===== src/rtl/sdram_fill_pkg.sv =====
// Shared types for the SDRAM line-fill port: FSM states, burst length and
// the 2-bit word index used by the line buffer pointers.
package sdram_fill_pkg;

  localparam int BURST_LEN = 4;

  typedef logic [1:0] word_idx_t;

  localparam word_idx_t LAST_IDX = 2'd3;

  typedef enum logic [2:0] {
    IDLE    = 3'd0,
    ISSUE   = 3'd1,
    COLLECT = 3'd2,
    STREAM  = 3'd3,
    DRAIN   = 3'd4,
    WRITE   = 3'd5
  } fill_state_e;

  function automatic word_idx_t idx_inc(input word_idx_t idx);
    return idx + 2'd1;
  endfunction

endpackage


===== src/rtl/sdram_fill_port_if.sv =====
// Cache-side and sequencer-side signals of the fill port, bundled so the
// port sees the slave view and its environment the master view.
interface sdram_fill_port_if #(
  parameter int MEM_AW = 25
);

  logic [31:0]       cache_addr;
  logic              cache_req;
  logic              cache_rw;
  logic [15:0]       cache_wdata;
  logic              cache_fill;
  logic [15:0]       cache_rdata;
  logic              cache_wr_done;

  logic              mem_req;
  logic              mem_we;
  logic [MEM_AW-1:0] mem_addr;
  logic [15:0]       mem_wdata;
  logic              mem_ack;
  logic              mem_rdvalid;
  logic [15:0]       mem_rdata;

  modport slave (
    input  cache_addr, cache_req, cache_rw, cache_wdata,
    output cache_fill, cache_rdata, cache_wr_done,
    output mem_req, mem_we, mem_addr, mem_wdata,
    input  mem_ack, mem_rdvalid, mem_rdata
  );

  modport master (
    output cache_addr, cache_req, cache_rw, cache_wdata,
    input  cache_fill, cache_rdata, cache_wr_done,
    input  mem_req, mem_we, mem_addr, mem_wdata,
    output mem_ack, mem_rdvalid, mem_rdata
  );

endinterface


===== src/rtl/fill_line_buffer.sv =====
// Four-word line buffer: one write port and one registered read port.
// Pointers are owned by the fill port controller.
module fill_line_buffer
  import sdram_fill_pkg::*;
(
  input  logic        clk,
  input  logic        reset,
  input  logic        we,
  input  word_idx_t   wptr,
  input  logic [15:0] wdata,
  input  word_idx_t   rptr,
  output logic [15:0] rdata
);

  logic [15:0] mem_q [BURST_LEN];
  logic [15:0] mem_d [BURST_LEN];
  logic [15:0] rdata_q;
  logic [15:0] rdata_d;

  // Next buffer contents and read data
  always_comb begin
    mem_d = mem_q;
    if (we) begin
      mem_d[wptr] = wdata;
    end else begin
      mem_d[wptr] = mem_q[wptr];
    end
    rdata_d = mem_q[rptr];
  end

  // Buffer storage and read register
  always_ff @(posedge clk or posedge reset) begin
    if (reset) begin
      for (int i = 0; i < BURST_LEN; i++) begin
        mem_q[i] <= 16'h0000;
      end
      rdata_q <= 16'h0000;
    end else begin
      mem_q   <= mem_d;
      rdata_q <= rdata_d;
    end
  end

  assign rdata = rdata_q;

endmodule


===== src/rtl/sdram_fill_port.sv =====
// Cache line-fill responder: one wrapped 4-word SDRAM burst per read, replayed
// to the cache as a fill strobe plus four back-to-back words. FILL_WRITE_EN
// enables real single-word writes; otherwise writes are acknowledged only.
module sdram_fill_port
  import sdram_fill_pkg::*;
#(
  parameter int MEM_AW = 25
) (
  input logic               clk,
  input logic               reset,
  sdram_fill_port_if.slave  bus
);

  fill_state_e       state_q, state_d;
  word_idx_t         wptr_q, wptr_d;
  word_idx_t         rptr_q, rptr_d;
  logic              cache_fill_q, cache_fill_d;
  logic              cache_wr_done_q, cache_wr_done_d;
  logic              mem_req_q, mem_req_d;
  logic [MEM_AW-1:0] mem_addr_q, mem_addr_d;
  logic              buf_we_s;
  logic [15:0]       buf_rdata_s;
  logic              unused_s;
`ifdef FILL_WRITE_EN
  logic              mem_we_q, mem_we_d;
  logic [15:0]       mem_wdata_q, mem_wdata_d;
`endif

  // Next-state, pointer and output decode
  always_comb begin
    state_d         = state_q;
    wptr_d          = wptr_q;
    rptr_d          = rptr_q;
    cache_fill_d    = 1'b0;
    cache_wr_done_d = 1'b0;
    mem_req_d       = mem_req_q;
    mem_addr_d      = mem_addr_q;
    buf_we_s        = 1'b0;
`ifdef FILL_WRITE_EN
    mem_we_d        = mem_we_q;
    mem_wdata_d     = mem_wdata_q;
`endif

    case (state_q)
      IDLE: begin
        if (bus.cache_req) begin
          if (bus.cache_rw) begin
            state_d    = ISSUE;
            mem_req_d  = 1'b1;
            mem_addr_d = bus.cache_addr[MEM_AW:1];
`ifdef FILL_WRITE_EN
            mem_we_d   = 1'b0;
`endif
          end else begin
            state_d     = WRITE;
`ifdef FILL_WRITE_EN
            mem_req_d   = 1'b1;
            mem_we_d    = 1'b1;
            mem_addr_d  = bus.cache_addr[MEM_AW:1];
            mem_wdata_d = bus.cache_wdata;
`endif
          end
        end else begin
          state_d = IDLE;
        end
      end

      ISSUE: begin
        // Data may arrive in the same cycle as the acceptance.
        if (bus.mem_rdvalid) begin
          buf_we_s = 1'b1;
          wptr_d   = idx_inc(wptr_q);
        end else begin
          wptr_d = wptr_q;
        end
        if (bus.mem_ack) begin
          mem_req_d = 1'b0;
          state_d   = COLLECT;
        end else begin
          state_d = ISSUE;
        end
      end

      COLLECT: begin
        if (bus.mem_rdvalid) begin
          buf_we_s = 1'b1;
          wptr_d   = idx_inc(wptr_q);
          if (wptr_q == LAST_IDX) begin
            state_d      = STREAM;
            cache_fill_d = 1'b1;
            rptr_d       = idx_inc(rptr_q);
          end else begin
            state_d = COLLECT;
          end
        end else begin
          state_d = COLLECT;
        end
      end

      STREAM: begin
        // rptr runs one word ahead of the data register; wrap to 0 marks the last word.
        if (rptr_q == 2'd0) begin
          state_d = DRAIN;
        end else begin
          rptr_d = idx_inc(rptr_q);
        end
      end

      DRAIN: begin
        if (!bus.cache_req) begin
          state_d = IDLE;
        end else begin
          state_d = DRAIN;
        end
      end

      WRITE: begin
`ifdef FILL_WRITE_EN
        if (bus.mem_ack) begin
          mem_req_d       = 1'b0;
          mem_we_d        = 1'b0;
          cache_wr_done_d = 1'b1;
          state_d         = DRAIN;
        end else begin
          state_d = WRITE;
        end
`else
        cache_wr_done_d = 1'b1;
        state_d         = DRAIN;
`endif
      end

      default: begin
        state_d   = IDLE;
        wptr_d    = 2'd0;
        rptr_d    = 2'd0;
        mem_req_d = 1'b0;
      end
    endcase
  end

  // Control and output registers
  always_ff @(posedge clk or posedge reset) begin
    if (reset) begin
      state_q         <= IDLE;
      wptr_q          <= 2'd0;
      rptr_q          <= 2'd0;
      cache_fill_q    <= 1'b0;
      cache_wr_done_q <= 1'b0;
      mem_req_q       <= 1'b0;
      mem_addr_q      <= '0;
`ifdef FILL_WRITE_EN
      mem_we_q        <= 1'b0;
      mem_wdata_q     <= 16'h0000;
`endif
    end else begin
      state_q         <= state_d;
      wptr_q          <= wptr_d;
      rptr_q          <= rptr_d;
      cache_fill_q    <= cache_fill_d;
      cache_wr_done_q <= cache_wr_done_d;
      mem_req_q       <= mem_req_d;
      mem_addr_q      <= mem_addr_d;
`ifdef FILL_WRITE_EN
      mem_we_q        <= mem_we_d;
      mem_wdata_q     <= mem_wdata_d;
`endif
    end
  end

  fill_line_buffer u_buf (
    .clk   (clk),
    .reset (reset),
    .we    (buf_we_s),
    .wptr  (wptr_q),
    .wdata (bus.mem_rdata),
    .rptr  (rptr_q),
    .rdata (buf_rdata_s)
  );

  assign bus.cache_fill    = cache_fill_q;
  assign bus.cache_rdata   = buf_rdata_s;
  assign bus.cache_wr_done = cache_wr_done_q;
  assign bus.mem_req       = mem_req_q;
  assign bus.mem_addr      = mem_addr_q;
`ifdef FILL_WRITE_EN
  assign bus.mem_we        = mem_we_q;
  assign bus.mem_wdata     = mem_wdata_q;
`else
  assign bus.mem_we        = 1'b0;
  assign bus.mem_wdata     = 16'h0000;
`endif

  assign unused_s = ^{bus.cache_addr[31:MEM_AW+1], bus.cache_addr[0], bus.cache_wdata};

endmodule


===== src/flat_wrapper.sv =====
// flat-port wrapper written by rule: the top's interface ports become plain ports
module sdram_fill_port_flat import sdram_fill_pkg::*;
#(
  parameter int MEM_AW = 25
)
  (clk, reset, bus_cache_addr, bus_cache_req, bus_cache_rw, bus_cache_wdata, bus_cache_fill, bus_cache_rdata, bus_cache_wr_done, bus_mem_req, bus_mem_we, bus_mem_addr, bus_mem_wdata, bus_mem_ack, bus_mem_rdvalid, bus_mem_rdata);
  sdram_fill_port_if #(.MEM_AW(MEM_AW)) bus_i ();
  input logic clk;
  input logic reset;
  input wire logic [$bits(bus_i.cache_addr)-1:0] bus_cache_addr;
  input wire logic [$bits(bus_i.cache_req)-1:0] bus_cache_req;
  input wire logic [$bits(bus_i.cache_rw)-1:0] bus_cache_rw;
  input wire logic [$bits(bus_i.cache_wdata)-1:0] bus_cache_wdata;
  output wire logic [$bits(bus_i.cache_fill)-1:0] bus_cache_fill;
  output wire logic [$bits(bus_i.cache_rdata)-1:0] bus_cache_rdata;
  output wire logic [$bits(bus_i.cache_wr_done)-1:0] bus_cache_wr_done;
  output wire logic [$bits(bus_i.mem_req)-1:0] bus_mem_req;
  output wire logic [$bits(bus_i.mem_we)-1:0] bus_mem_we;
  output wire logic [$bits(bus_i.mem_addr)-1:0] bus_mem_addr;
  output wire logic [$bits(bus_i.mem_wdata)-1:0] bus_mem_wdata;
  input wire logic [$bits(bus_i.mem_ack)-1:0] bus_mem_ack;
  input wire logic [$bits(bus_i.mem_rdvalid)-1:0] bus_mem_rdvalid;
  input wire logic [$bits(bus_i.mem_rdata)-1:0] bus_mem_rdata;
  assign bus_i.cache_addr = bus_cache_addr;
  assign bus_i.cache_req = bus_cache_req;
  assign bus_i.cache_rw = bus_cache_rw;
  assign bus_i.cache_wdata = bus_cache_wdata;
  assign bus_cache_fill = bus_i.cache_fill;
  assign bus_cache_rdata = bus_i.cache_rdata;
  assign bus_cache_wr_done = bus_i.cache_wr_done;
  assign bus_mem_req = bus_i.mem_req;
  assign bus_mem_we = bus_i.mem_we;
  assign bus_mem_addr = bus_i.mem_addr;
  assign bus_mem_wdata = bus_i.mem_wdata;
  assign bus_i.mem_ack = bus_mem_ack;
  assign bus_i.mem_rdvalid = bus_mem_rdvalid;
  assign bus_i.mem_rdata = bus_mem_rdata;
  sdram_fill_port #(.MEM_AW(MEM_AW)) u_core (.clk(clk), .reset(reset), .bus(bus_i));
endmodule

===== config.mk =====
export PLATFORM = sky130hd
export DESIGN_NAME = sdram_fill_port_flat
export DESIGN_NICKNAME = d
export VERILOG_FILES = /design/src/rtl/sdram_fill_pkg.sv /design/src/rtl/sdram_fill_port_if.sv /design/src/rtl/fill_line_buffer.sv /design/src/rtl/sdram_fill_port.sv /design/src/flat_wrapper.sv
export SDC_FILE = /design/constraint.sdc
export NUM_CORES = 1
export LEC_CHECK = 0
export ABC_AREA = 1
export BUFFER_PORTS_ARGS = -buffer_cell sky130_fd_sc_hd__buf_2
export CORE_MARGIN = 2
export CORE_UTILIZATION = 35
export CTS_CLUSTER_DIAMETER = 40
export CTS_CLUSTER_SIZE = 10
export DETAILED_ROUTE_END_ITERATION = 12
export GPL_TIMING_DRIVEN = 0
export SLEW_MARGIN = 10
export SYNTH_ARGS = -nofsm -noshare
export SYNTH_HDL_FRONTEND = slang
export SYNTH_HIERARCHICAL = 1
export SYNTH_SLANG_ARGS = --single-unit

===== constraint.sdc =====
create_clock -name clk -period 3.1 [get_ports clk]
set_clock_uncertainty 0.05 [all_clocks]
set_input_delay 0.155 -clock clk [delete_from_list [all_inputs] [get_ports clk]]
set_output_delay 0.155 -clock clk [all_outputs]
set_load 0.05 [all_outputs]

==> key figures, run 1 <==
Run status
  • Status: completed

Critical path
  • Required time of the critical path: 3.34 ns
  • Worst Setup Path Type: reg -> reg
  • Reg2Reg Launch Point: u_core/state_q[2]
  • CP Capture Type: flip-flop
  • WP buf/inv: 2
  • Startpoint Class: flip-flop
  • Flop2flop setup slack: 0.99 ns
  • Worst Setup SP: u_core/state_q[2]
  • Worst flop-to-flop path endpoint: u_core/u_buf/mem_q[56]
  • Slowest-stage cell, CP: dfrtp_1
  • Cells along the critical path: nor2_1 > nand2_1 > a21boi_0 > inv_2 > clkbuf_1 > nand3_1 > nand3_1
  • Setup crit end: u_core/u_buf/mem_q[56]
  • Arrival @ worst endpoint: 2.36 ns
  • Crit Path Max Fanout: 10
  • Crit path top cell by count: nand3_1
  • Crit path max-delay family: simple AND/OR/NAND/NOR gates
  • Max incr delay on CP: 0.46 ns
  • Worst R2R Path Depth: 7
  • Crit path depth: 7

STA
  • Fin crit share: 0.682
  • Tmin final: 2.11 ns
  • Slew @ Worst Pin: 0.728 ns
  • Unrepaired setup endpoints after global routing: no
  • Peak Freq: 473 MHz
  • Slew margin rel.: 0.514
  • Max-slew violation count: 0
  • Final Setup Violations: 0
  • Hold Violations, Final: 0
  • Final worst slack: 0.985 ns

Place
  • GPL Wtd Cong: 0.860
  • Post-Place Worst Slack: 1.06 ns
  • PortBufs: 90
  • DP HPWL: 12400 um
  • Inst Count DP: 1089

Final layout
  • Most common library cell in the layout ignoring fill and taps: nand2_1
  • Share of cells above drive strength 1: 0.225
  • Commonest non-fill, non-tap cells in the layout: 227 x nand2_1, 140 x nand3_1, 117 x buf_2, 115 x dfrtp_1, 80 x nand4_1
  • Area Growth Syn to Fin: 28.9%
  • Non-Filler Instances: 1149
  • Final nets: 985
  • FILL cells: 1721
  • # diodes: 0

Floorplanning
  • Die area: 18400 um^2
  • Chip width: 136 um
  • Io pins: 131
  • # rows: 48
  • Core Region: 17100 um^2
  • Die Span Y: 136 um
  • Initial Util: 0.354

Synth
  • Yosys warns: 6
  • Gate count of the mapped netlist: 757
  • Count of cell types in the netlist: 26
  • Post-synthesis sequential area ratio: 0.475
  • #FFs+latches synth: 115
  • Synthesized area per cell: 8.00 um^2
  • Cell Area, Synth: 6060 um^2

Routing
  • Met1 WL: 7780 um
  • Metal3 WL: 1190 um
  • Top metal layer carrying routed signals: met4
  • DRT Pass-1 Iters: 5
  • Mean routed wirelength per cell: 15.5 um
  • Antenna Nets Post-Route: 0
  • Drt initial violations: 533
  • WL final: 17800 um
  • Vias/cell: 4.97
  • Met2 WL post-DR: 8310 um
  • DR DRC count: 0
  • Routed vias: 5713

Clock network
  • CTS sink count: 115
  • Total CTS buffers: 17
  • Postcts setup bufs: 0
  • Clk buf depth: 2
  • Root Buffer: clkbuf_16
  • CTS H-Tree Depth: 4
  • Post-cts resize count: 0
  • Clock transition at the registers of the reported paths: 0.06 ns
  • Worst-skew pair later-pin latency: 0.42 ns
  • CTS tree: done

Job
  • Max-cap violations: 0

Power
  • Pleak: 4.03 nW
  • Peak VDD IR: 0.650 mV
  • Total Power: 8.72 mW
  • Power per standard cell area: 1120 nW/um^2

Global routing
  • GR Overflow Total: 0
  • Wire length of the first global-routing pass: 28600 um
  • GRT Overall Usage: 0.203
  • Vias in the first global route: 5473
  • Antenna violations before repair: 0
  • Pin count of the biggest net entering global routing: 62

Min path
  • Hold crit path type: in -> reg
==> tightest hold or removal path: cells and delay by family <==
family | cells | cell delay (ns)
buf+inv | 2 | 0.12
simple gates | 3 | 0.17
==> layout make-up <==
type	count	area (um^2)	share of cell area
Multi-Input combinational cell	536	2550	0.327
Timing Repair Buffer	119	758	0.0971
Clock inverter	13	196	0.0252
Inverter	52	205	0.0263
Sequential cell	115	2880	0.369
Tap cell	225	282	0.0361
Clock buffer	19	453	0.0580
Buffer	70	484	0.0620
==> metrics by stage <==
stage	hold slack (ns)	TNS, ns	instance area, um^2	utilization
after floorplan	0.222	0	6120	-
after global placement	0.304	-25.86	6850	0.400
after detailed placement	0.0988	0	6880	0.402
after CTS	0.00843	0	7810	0.456
after global routing	0.0176	0	7810	0.456
final	0.0236	0	7810	0.456
==> cells in the mapped netlist, drive strengths merged <==
cell type | count | share of area
a21boi | 1 | 0.0012
ha | 4 | 0.0083
nor2 | 39 | 0.031
nand3 | 140 | 0.12
nand2 | 232 | 0.15
conb | 1 | 0.00062
nand3b | 1 | 0.0012
nand4 | 80 | 0.083
clkbuf | 7 | 0.0043
inv | 52 | 0.033
buf | 63 | 0.076
dfrtp | 115 | 0.48
o21ai | 5 | 0.0041
or2 | 17 | 0.018
==> registers in the layout, summed over array words and instances (netlist names) <==
| signal | count |
|---|---|
| u_core/u_buf/mem_q | 64 |
| u_core/bus.mem_addr | 25 |
| u_core/u_buf/rdata | 16 |
| u_core/state_q | 3 |
| u_core/rptr_q | 2 |
| u_core/wptr_q | 2 |
| u_core/bus.cache_fill | 1 |
| u_core/bus.cache_wr_done | 1 |
| u_core/bus.mem_req | 1 |
==> worst min-delay path by stage <==
stage	start	to	slack [ns]	cells after the start
after floorplan	bus_cache_addr[16]	u_core/bus.mem_addr[15]	0.22	2
after global placement	bus_cache_addr[5]	u_core/bus.mem_addr[4]	0.30	3
after detailed placement	reset	u_core/u_buf/mem_q[30]	0.1	2
after CTS	bus_mem_ack	u_core/state_q[1]	0.008	5
after global routing	bus_mem_rdata[3]	u_core/u_buf/mem_q[3]	0.02	3
final	bus_mem_ack	u_core/state_q[1]	0.02	5
==> routing by layer <==
metal	GRT usage	up-vias
met1	0.268	2661
met3	0.0531	34
met5	0	-
met2	0.318	220
met4	0.0822	0
li1	-	2798
==> power breakdown <==
part           internal (mW)  switching, mW  leakage [nW]  total, mW
clock network           1.40          0.749         0.311       2.15
registers               2.14          0.410          1.47       2.55
logic                   1.20           2.83          2.25       4.03
==> cells by family after synthesis <==
kind of cell,Yosys count,synth area share
AO/OA/AOI/OAI,6,0.00537
adder cells (fa/ha/maj),4,0.00826
buffers and inverters,122,0.113
flip-flops,115,0.475
other,1,0.000619
AND/OR/NAND/NOR,509,0.397
==> what timing repair did <==
item,CTS,global route
hold endpoints to repair,82,0
endpoints found under the setup margin,0,0
hold buffers,28,0
No activity file was read; power rests on OpenSTA's default activity.
==> run 2, diff against run 1 <==
ABC_AREA = 0   (was 1)
clock period = 1.9 ns   (was 3.1 ns; I/O delays follow)
==> run 2 against run 1 <==
- wire length down 42%
- combinational power up 28%
- synthesized cell count down 59%
- sequential share of layout area up 4.8 points
- utilization up 4.0 points
- sequential cell count unchanged
- clock power up 43%
- area after synthesis down 17%
- worst setup slack worse by 0.95 ns
- maximum frequency up 14%
- critical path type unchanged
- highest routed layer unchanged
==> key figures, run 2 <==
Run status
  • Status: completed (unchanged)

Power
  • Internal power: 7.86 mW (was 4.73 mW)
  • Power per standard cell area: 1810 nW/um^2 (was 1120 nW/um^2)
  • Peak VDD IR: 1.13 mV (was 0.650 mV)
  • Total Power: 12.5 mW (was 8.72 mW)
  • Flop pwr share: 0.341 (was 0.292)
  • Sw Pwr: 4.62 mW (was 3.99 mW)
  • Switching share of power: 0.370 (was 0.457)
  • Gate power share: 0.413 (was 0.462)
  • Clock power share: 0.246 (was 0.247)
  • Pleak: 3.31 nW (was 4.03 nW)

Critical path
  • Required time of the critical path: 2.12 ns (was 3.34 ns)
  • Reg2Reg Launch Point: u_core/state_q[2] (unchanged)
  • Slowest-stage cell, CP: dfrtp_1 (unchanged)
  • Crit Path Max Fanout: 10 (unchanged)
  • Worst Setup Path Type: reg -> reg (unchanged)
  • Worst Setup SP: u_core/state_q[2] (unchanged)
  • Arrival @ worst endpoint: 2.08 ns (was 2.36 ns)
  • Flop2flop setup slack: 0.04 ns (was 0.99 ns)
  • Cells along the critical path: buf_4 > nor2b_4 > and2_4 > nor3b_4 > buf_6 > buf_6 > mux2_2 (was nor2_1 > nand2_1 > a21boi_0 > inv_2 > clkbuf_1 > nand3_1 > nand3_1)
  • Max incr delay on CP: 0.38 ns (was 0.46 ns)
  • CP Capture Type: flip-flop (unchanged)
  • Worst R2R Path Depth: 7 (unchanged)
  • Crit path top cell by count: buf_6 (was nand3_1)
  • Worst flop-to-flop path endpoint: u_core/u_buf/mem_q[60] (was u_core/u_buf/mem_q[56])
  • Startpoint Class: flip-flop (unchanged)

Synth
  • Fraction of registers with async set or reset after synthesis: 1.00 (unchanged)
  • Count of cell types in the netlist: 40 (was 26)
  • Most frequent cell after synthesis: dfrtp_1 (was nand2_1)
  • Yosys warns: 6 (unchanged)
  • Synth cell count leaders: 115 x dfrtp_1, 70 x mux2_2, 19 x buf_4, 19 x mux2_4, 16 x mux4_2 (was 227 x nand2_1, 140 x nand3_1, 115 x dfrtp_1)
  • Cell Area, Synth: 5000 um^2 (was 6060 um^2)
  • Post-synthesis sequential area ratio: 0.576 (was 0.475)
  • Main synth FF type: dfrtp_1 (unchanged)
  • Top post-synthesis cells by area: dfrtp_1 58%, mux2_2 16%, mux4_2 7.2%, mux2_4 5.7%, buf_4 2.9% (was dfrtp_1 48%, nand2_1 14%, nand3_1 12%, nand4_1 8.3%, buf_6 2.8%)
  • Gate count of the mapped netlist: 313 (was 757)
  • Top cell type's share of synthesized area: 0.576 (was 0.475)
  • Area leader, netlist: dfrtp_1 (unchanged)
  • Synthesized area per cell: 16.0 um^2 (was 8.00 um^2)
  • #FFs+latches synth: 115 (unchanged)
  • EDFF count, synth: 0 (unchanged)

Clock network
  • Worst-skew pair later-pin latency: 0.40 ns (was 0.42 ns)
  • Clock transition at the registers of the reported paths: 0.06 ns (about the same)
  • CTS sink count: 115 (unchanged)
  • Clk buf depth: 2 (unchanged)
  • Root Buffer: clkbuf_16 (unchanged)
  • CTS tree: done (unchanged)
  • Total CTS buffers: 17 (unchanged)
  • CTS H-Tree Depth: 4 (unchanged)

Final layout
  • Share of cells above drive strength 1: 0.548 (was 0.225)
  • Max FFs per register: 64 (unchanged)
  • Area of the multi-input gates: 1940 um^2 (was 2550 um^2)
  • Non-Filler Instances: 684 (was 1149)
  • FILL cells: 1199 (was 1721)
  • Area Growth Syn to Fin: 38.2% (was 28.9%)
  • Final nets: 565 (was 985)
  • Seq. cell area: 2880 um^2 (about the same)
  • Top reg by flops: u_core/u_buf/mem_q (unchanged)
  • Most common library cell in the layout ignoring fill and taps: dfrtp_1 (was nand2_1)
  • # diodes: 0 (unchanged)
  • Commonest non-fill, non-tap cells in the layout: 114 x dfrtp_1, 93 x buf_2, 70 x mux2_2, 45 x dlygate4sd3_1, 22 x buf_4 (was 227 x nand2_1, 140 x nand3_1, 117 x buf_2, 115 x dfrtp_1, 80 x nand4_1)
  • Final instance area: 6910 um^2 (was 7810 um^2)

Place
  • GPL Wtd Cong: 0.798 (was 0.860)
  • Placement Cell Area: 5780 um^2 (was 6880 um^2)
  • Inst Count DP: 601 (was 1089)
  • DP HPWL: 6640 um (was 12400 um)
  • PortBufs: 90 (unchanged)

Floorplanning
  • # rows: 43 (was 48)
  • Die area: 15300 um^2 (was 18400 um^2)
  • Initial Util: 0.359 (was 0.354)
  • Io pins: 131 (unchanged)
  • Chip width: 124 um (was 136 um)
  • Die Span Y: 124 um (was 136 um)
  • Core Region: 13900 um^2 (was 17100 um^2)

Routing
  • WL final: 10300 um (was 17800 um)
  • Drt initial violations: 141 (was 533)
  • DRT Pass-1 Iters: 4 (was 5)
  • Antenna Nets Post-Route: 0 (unchanged)
  • Vias/cell: 4.58 (was 4.97)
  • Routed vias: 3130 (was 5713)
  • Mean routed wirelength per cell: 15.1 um (was 15.5 um)
  • DR DRC count: 0 (unchanged)

Global routing
  • GRT Overall Usage: 0.148 (was 0.203)
  • Vias in the first global route: 3437 (was 5473)
  • Antenna violations before repair: 0 (unchanged)
  • GR Overflow Total: 0 (unchanged)
  • Pin count of the biggest net entering global routing: 36 (was 62)
  • Wire length of the first global-routing pass: 17100 um (was 28600 um)

Min path
  • Hold path depth: 4 (was 5)
  • Hold EP: u_core/state_q[2] (was u_core/state_q[1])
  • Hold crit path type: in -> reg (unchanged)
  • Hold_sp: bus_cache_rw (was bus_mem_ack)

STA
  • Slew @ Worst Pin: 0.743 ns (was 0.728 ns)
  • Fin crit share: 0.979 (was 0.682)
  • Hold slack: 0.0979 ns (was 0.0236 ns)
  • Hold Violations, Final: 0 (unchanged)
  • Peak Freq: 538 MHz (was 473 MHz)
  • Max-slew violation count: 0 (unchanged)
  • Final Setup Violations: 0 (unchanged)
  • Slew margin rel.: 0.504 (was 0.514)
  • Tmin final: 1.86 ns (was 2.11 ns)

Job
  • Max-cap violations: 0 (unchanged)
[run 2: timing repair]
action / 4_1_cts / 5_1_grt
setup buffers: 3 / 2
resized for setup: 6 / 9
pin swaps: 1 / 1
setup endpoints to repair: 37 / 46
cloned: 1 / 0
hold buffers: 45 / 0
hold endpoints to repair: 146 / 0
[run 2: power groups by stage]
stage / Clock, mW / Combinational [mW] / Sequential (mW)
after CTS: 3.16 / 5.13 / 4.25
after global routing: 3.29 / 5.49 / 4.41
after detailed placement: 0 / 5.01 / 4.25
after floorplan: 0 / 2.44 / 5.73
after global placement: 0 / 4.90 / 4.20
final: 3.08 / 5.15 / 4.26
[run 2: kinds of logic after synthesis]
family / count (synthesis) / synth area share
AO/OA/AOI/OAI: 18 / 0.0258
multiplexers: 107 / 0.291
AND/OR/NAND/NOR: 28 / 0.0425
buffers and inverters: 39 / 0.0528
XOR/XNOR: 1 / 0.00175
other: 1 / 0.000750
flip-flops: 115 / 0.576
adder cells (fa/ha/maj): 4 / 0.0100
[run 2: stage by stage]
| step | TNS, ns | utilization | setup WS [ns] |
|---|---|---|---|
| 2_1_floorplan | 0 | - | 0.0505 |
| 3_3_place_gp | -2.88 | 0.412 | -0.253 |
| 3_5_place_dp | -3.59 | 0.415 | -0.285 |
| 4_1_cts | 0 | 0.493 | 0.00122 |
| 5_1_grt | -0.0321 | 0.496 | -0.0120 |
| 6_report | 0 | 0.496 | 0.0400 |
[run 2: critical path, delay by kind of cell (launching register included)]
family | cells | cell delay, ns
DFF | 1 | 0.38
muxes | 1 | 0.34
buffers and inverters | 3 | 0.45
and+or+nand+nor | 3 | 0.51
[run 2: worst max path at each step]
stage | endpoint | slack [ns] | depth (start not counted)
after floorplan | u_core/u_buf/mem_q[48] | 0.05 | 6
after global placement | u_core/u_buf/mem_q[49] | -0.25 | 6
after detailed placement | u_core/u_buf/mem_q[55] | -0.29 | 6
after CTS | u_core/u_buf/mem_q[36] | 0.001 | 6
after global routing | u_core/u_buf/mem_q[60] | -0.01 | 7
final | u_core/u_buf/mem_q[60] | 0.04 | 7
[run 2: cell type report]
type	instances	area share
Multi-Input combinational cell	175	0.281
Clock buffer	23	0.0692
Timing Repair Buffer	143	0.144
Buffer	31	0.0362
Inverter	8	0.00489
Tap cell	180	0.0326
Sequential cell	115	0.417
Clock inverter	9	0.0150
[run 2: metal layers]
metal	GRT usage	vias to the layer above	wire [um]
met5	0	-	0
met4	0.0504	0	115
met3	0.0494	13	637
met2	0.244	101	5140
met1	0.181	1560	4440
li1	-	1456	-
